`src/rtl/led_pkg.sv`:
```
// Shared constants for the led_flash responder: state encoding, default flash
// timing and the initiator's fs timeout.
package led_pkg;

    typedef logic [1:0] state_t;

    localparam state_t IDLE = 2'd0;
    localparam state_t ON   = 2'd1;
    localparam state_t OFF  = 2'd2;
    localparam state_t DONE = 2'd3;

    localparam logic [31:0] TIME_ON_DEF  = 32'd5_000_000;
    localparam logic [31:0] TIME_OFF_DEF = 32'd5_000_000;

    // A full run, NUM_FLASH*(TIME_ON+TIME_OFF)+1 cycles, must stay below this.
    localparam logic [31:0] TIME_FS_MAX  = 32'd50_000_000;

endpackage

```
`src/rtl/led_flash.sv`:
```
// Responder side of the fs/fd handshake: on fs, walks a lit LED across the bus
// NUM_FLASH times, then raises fd until the initiator drops fs.
module led_flash
    import led_pkg::*;
#(
    parameter logic [31:0] TIME_ON   = TIME_ON_DEF,
    parameter logic [31:0] TIME_OFF  = TIME_OFF_DEF,
    parameter int          NUM_FLASH = 4,
    parameter int          LED_W     = 4
) (
    input  logic             clk,
    input  logic             rst,
    input  logic             fs,
    output logic             fd,
    output logic [LED_W-1:0] led
);

    localparam int IDX_W = (NUM_FLASH > 1) ? $clog2(NUM_FLASH) : 1;
    localparam logic [IDX_W-1:0] LAST_IDX = IDX_W'(NUM_FLASH - 1);

    state_t           state_q, state_d;
    logic [31:0]      cnt_q, cnt_d;
    logic [IDX_W-1:0] idx_q, idx_d;

    // Flash index wraps onto the LED bus when there are more flashes than LEDs.
    function automatic logic [LED_W-1:0] onehot(input logic [IDX_W-1:0] idx);
        return LED_W'(1) << (int'(idx) % LED_W);
    endfunction

    always_ff @(posedge clk) begin
        if (rst) begin
            state_q <= IDLE;
            cnt_q   <= '0;
            idx_q   <= '0;
        end else begin
            state_q <= state_d;
            cnt_q   <= cnt_d;
            idx_q   <= idx_d;
        end
    end

    always_comb begin
        state_d = state_q;
        cnt_d   = cnt_q + 32'd1;
        idx_d   = idx_q;
        case (state_q)
            IDLE: begin
                cnt_d = '0;
                idx_d = '0;
                if (fs) state_d = ON;
            end
            ON: begin
                // An fs drop (initiator timeout) wins over the terminal count.
                if (!fs) begin
                    state_d = IDLE;
                    cnt_d   = '0;
                    idx_d   = '0;
                end else if (cnt_q == TIME_ON - 32'd1) begin
                    state_d = OFF;
                    cnt_d   = '0;
                end
            end
            OFF: begin
                if (!fs) begin
                    state_d = IDLE;
                    cnt_d   = '0;
                    idx_d   = '0;
                end else if (cnt_q == TIME_OFF - 32'd1) begin
                    cnt_d = '0;
                    if (idx_q == LAST_IDX) begin
                        state_d = DONE;
                    end else begin
                        state_d = ON;
                        idx_d   = idx_q + 1'b1;
                    end
                end
            end
            DONE: begin
                cnt_d = '0;
                if (!fs) state_d = IDLE;
            end
            default: begin
                state_d = IDLE;
                cnt_d   = '0;
                idx_d   = '0;
            end
        endcase
    end

    always_comb begin
        fd  = (state_q == DONE);
        led = (state_q == ON) ? onehot(idx_q) : '0;
    end

endmodule

```
`config.mk`:
```
export PLATFORM = sky130hd
export DESIGN_NAME = led_flash
export DESIGN_NICKNAME = d
export VERILOG_FILES = /design/src/rtl/led_pkg.sv /design/src/rtl/led_flash.sv
export SDC_FILE = /design/constraint.sdc
export NUM_CORES = 1
export LEC_CHECK = 0
export CAP_MARGIN = 15
export CORE_AREA = 2 2 97 75
export CTS_CLUSTER_SIZE = 40
export DETAILED_ROUTE_END_ITERATION = 7
export DIE_AREA = 0 0 99 77
export PLACE_DENSITY = 0.54
export SLEW_MARGIN = 20
export SYNTH_ARGS = -nofsm -noshare
export SYNTH_HDL_FRONTEND = slang
export SYNTH_SLANG_ARGS = --single-unit
```
`constraint.sdc`:
```
create_clock -name clk -period 3.4 [get_ports clk]
set_input_delay 0.68 -clock clk [delete_from_list [all_inputs] [get_ports clk]]
set_output_delay 0.68 -clock clk [all_outputs]
set_load 0.02 [all_outputs]
```
Word level (Yosys, flattened, before mapping) --
Cells that the tools add are included.
Cells by class: $add $sub $neg 2, eq/ne operators 11, shifts and indexed selects 1, muxes and demuxes 16, reductions and logical operators 6
Operator list (number):
- $mux W32 | 2
- $pmux W32 S2 | 1
- $add A32 B1 Y32 const B | 1
- $eq A32 B23 Y1 const B | 1
- $mux W2 | 10
- $ne A3 B3 Y1 const B | 3
- $pmux W2 S4 | 1
- $reduce_and A4 Y1 | 2
- $eq A2 B2 Y1 const B | 3
- $ne A2 B2 Y1 const B | 3
- $pmux W2 S3 | 1
- $mux W4 | 1
- $reduce_or A2 Y1 | 2
- $shl A1 B2 Y4 const A | 1
- $reduce_bool A3 Y1 | 1
- $add A2 B1 Y2 const B | 1
- $eq A2 B1 Y1 const B | 1
- $logic_not A2 Y1 | 1
Storage, ports and cells: register bits after elaboration 36, input bits 3, output and inout bits 5, word-level logic and storage cells 39

Depth between registers and ports, before layout --
word-level depth 5, gate-level depth with buffers 6, mapped depth without buffers 5

Least setup slack after synthesis --
Ideal clock, no wire load.
path type register -> register, from register cnt_q[6], to register cnt_q[30], arrival 1559 ps, required time 3334 ps, slack 1775 ps, stages on the path, launching flop included 7, period minus slack after synthesis 1625 ps, cell sequence dfxtp_1 > and4_1 > buf_6 > nand4_4 > buf_6 > or4_4 > a21oi_2
Between the ends: longest elaborated chain between the ends 4
RTL lines:
- start, declared | RTL line led_flash.sv:22 | logic [31:0] cnt_q, cnt_d;
- start signal, assigned | RTL line led_flash.sv:37 | cnt_q <= cnt_d;
- $add A32 B1 Y32 / $eq A32 B23 Y1 (equally long branches) | RTL line led_flash.sv:44, led_flash.sv:58, led_flash.sv:68
- $mux W32 * | RTL line led_flash.sv:58, led_flash.sv:68
- $mux W32 * | RTL line led_flash.sv:54 | if (!fs) begin
- $pmux W32 S2 * | RTL line led_flash.sv:46 | case (state_q)
Every way passes the cells marked *; elsewhere a longest branch is shown, timed or not. A chain may end at the register's enable or synchronous reset.

Final worst setup path --
from register idx_q[0], to output led[3]
Between the ends: longest elaborated chain between the ends 2
RTL lines:
- start, declared | RTL line led_flash.sv:23 | logic [IDX_W-1:0] idx_q, idx_d;
- start signal, assigned | RTL line led_flash.sv:38 | idx_q <= idx_d;
- $shl A1 B2 Y4 | RTL line led_flash.sv:27 | return LED_W'(1) << (int'(idx) % LED_W);
- $mux W4 | RTL line led_flash.sv:92 | led = (state_q == ON) ? onehot(idx_q) : '0;
- end, declared | RTL line led_flash.sv:15 | output logic [LED_W-1:0] led
No other way between the ends.

==> results.cfg <==
[outcome]
status = finished, final reports clean

[routing]
drt_iter0_markers = 49
first_pass_iters = 4
ant_nets = 0
wl_per_cell_um = 12.9
totalWireLength_um = 3970
vias_per_cell = 5.22
vias = 1609
drcViolationCount = 0

[cells_and_area]
antenna_cells = 0
fin_cells = 308
nets = 231
syn2layout_area_growth_pct = 9.53
drive_above_1_share = 0.0759
regArea_sq_um = 721
multi_input_area_sq_um = 1130
fillers = 681
stdcell_area_sq_um = 2140

[yosys]
ys_ff_latch = 36
async_reset_ff_frac = 0
ys_warn_count = 0
syn_area_sq_um = 1960
synth.avg_cell_area_sq_um = 8.89
synth.distinct_cells = 43
synth_edf_count = 0
syn_nets = 228
syn_inst = 220
synthFlopType = dfxtp_1
yosysSeqAreaShare = 0.369

[sta]
period_share = 0.713
finalHoldViolations = 0
tightestPinTransition_ns = 0.556
drv_slew = 0
clock_skew_ns = 0.00667
clock.fmax_mhz = 412
setup_violations = 0
min_period_ns = 2.43
relSlewSlack = 0.629
setup_tns_ns = 0
setup_slack_ns = 0.974
rsz0062_at_grt = false

[setup_path]
r2r.worst_path.cells = 5
cp-end-kind = primary output
critPathKind = flip-flop to primary output
cp.arrival_ns = 1.75
cp_slowest_cell = clkdlybuf4s50_1
start_kind = flip-flop
critPathBufInv = 1
path_max_fanout = 6
crit_chain = ha_1 > and2_1 > clkdlybuf4s50_1
cp_top_family = buffers and inverters
crit_start = idx_q[0]
max_stage_delay_ns = 0.59
r2r_start = cnt_q[0]
rrSetupSlack_ns = 1.23
worstPathRequired_ns = 2.72
worstReg2RegEnd = cnt_q[4]

[clocking]
postCtsSetupBuffers = 0
ctsLongestPathBuffers = 2
cts_resized = 0
cts_sinks = 36
cts_tree = done
insertion_delay_ns = 0.28
ctsHoldBuffers = 0
clock-root-buffer = clkbuf_8
path_clk_slew_ns = 0.07
htreeDepth = 2
cts_buffers = 5

[hold_path]
holdPathEnd = cnt_q[0]
min_from = cnt_q[0]
hold_class = flip-flop to flip-flop
hold_depth = 1

[floorplanning]
num_io_pins = 8
core_area_sq_um = 6670
dieArea_sq_um = 7620
rows = 26
die_h_um = 77
die_w_um = 99
initial_utilization = 0.293

[placed_design]
dp_cells = 300
dp_hpwl_um = 2760
detailedPlace.worstSlack_ns = 1.18
port_buffers = 7
place_area_sq_um = 2050
place_congestion = 0.755

[power]
p_leak_nw = 0.658
peakVddDrop_mv = 0.200
p_total_mw = 0.750
power.density_nw_per_um2 = 350

[grt]
grt_pass1_vias = 1468
grt_max_degree = 21
grt_pass1_wl_um = 6950
overflow = 0
grt_usage = 0.110
antenna_found_initial = 0

[job]
cap_violations = 0
==> layout make-up <==
class / instances / area share
Clock buffer: 8 / 0.0421
Inverter: 4 / 0.00701
Multi-Input combinational cell: 168 / 0.529
Sequential cell: 36 / 0.336
Tap cell: 84 / 0.0491
Timing Repair Buffer: 8 / 0.0362
==> power breakdown <==
| group | switching, mW | internal (mW) |
|---|---|---|
| sequential | 0.00150 | 0.422 |
| clock | 0.145 | 0.165 |
| combinational | 0.00806 | 0.00781 |
==> registers in the layout (all words and copies together), names as in the netlist <==
register	count
state_q	2
cnt_q	32
idx_q	2
==> layout by cell type (no fill, tap or decap), types with 3 or more instances in the layout <==
| master | netlist | layout |
|---|---|---|
| dfxtp_1 | 36 | 36 |
| nor2_1 | 17 | 17 |
| a21oi_1 | 17 | 17 |
| nand4_1 | 15 | 15 |
| nand3_1 | 13 | 13 |
| xor2_1 | 11 | 11 |
| o21ai_0 | 9 | 9 |
| or3_1 | 9 | 9 |
| and2_1 | 8 | 8 |
| o31ai_1 | 8 | 8 |
| nand2_1 | 7 | 7 |
| or4_1 | 7 | 7 |
| clkdlybuf4s50_1 | 0 | 7 |
| clkbuf_8 | 0 | 6 |
| and4_1 | 5 | 5 |
| ha_1 | 5 | 5 |
| inv_1 | 4 | 4 |
| nor4_1 | 3 | 3 |
| xnor2_1 | 3 | 3 |
| nor3_1 | 3 | 3 |
| and3_1 | 3 | 3 |
==> cell families after synthesis <==
kind of cell | Yosys count | share of synthesized area
simple gates | 107 | 0.345
compound gates | 42 | 0.136
flops | 36 | 0.369
buf+inv | 16 | 0.0563
xor+xnor | 14 | 0.0627
fa+ha+maj | 5 | 0.0320
==> through the flow <==
stage / utilization / hold slack [ns]
4_1_cts: 0.321 / 0.443
3_3_place_gp: 0.308 / 0.421
3_5_place_dp: 0.308 / 0.431
2_1_floorplan: - / 0.413
6_report: 0.321 / 0.440
5_1_grt: 0.321 / 0.466
==> synth_stat cells, drive strengths merged, types with 2 or more instances <==
library cell	instances	share of area
nand3b	2	0.0077
xor2	11	0.049
ha	5	0.032
or4	8	0.033
o21ai	9	0.023
and3	4	0.013
nor3	3	0.0077
nand2b	2	0.0064
or3	9	0.029
nand3	13	0.033
and4	6	0.028
nand4	17	0.065
inv	4	0.0077
and2	8	0.026
buf	10	0.045
dfxtp	36	0.37
nor2	17	0.033
nor4	3	0.0096
xnor2	3	0.013
o31ai	9	0.037
a21oi	18	0.048
clkbuf	2	0.0038
nor2b	2	0.0064
nand2	7	0.013
o311ai	2	0.0090
==> routing by layer <==
layer  part of all wire  track usage  up-vias
met5                  0            0        -
met1               0.55        0.169      742
met3              0.050       0.0301        2
met2               0.40        0.149       30
li1                   -            -      835
met4             0.0023       0.0288        0
==> worst max-delay path by stage <==
stage,to,slack [ns],depth (start not counted)
after floorplan,cnt_q[30],1.78,6
after global placement,cnt_q[17],1.20,6
after detailed placement,cnt_q[16],1.18,6
after CTS,led[3],0.96,3
after global routing,led[3],0.87,3
final,led[3],0.97,3
==> worst register-to-register path, delay by kind of cell, from the launching register on <==
family	cells	cell delay [ns]
buffers and inverters	1	0.35
and+or+nand+nor	2	0.33
DFF	1	0.35
AOI/OAI and AO/OA	1	0.59
adders and majority gates	1	0.44
No activity file was read; power rests on OpenSTA's default activity.
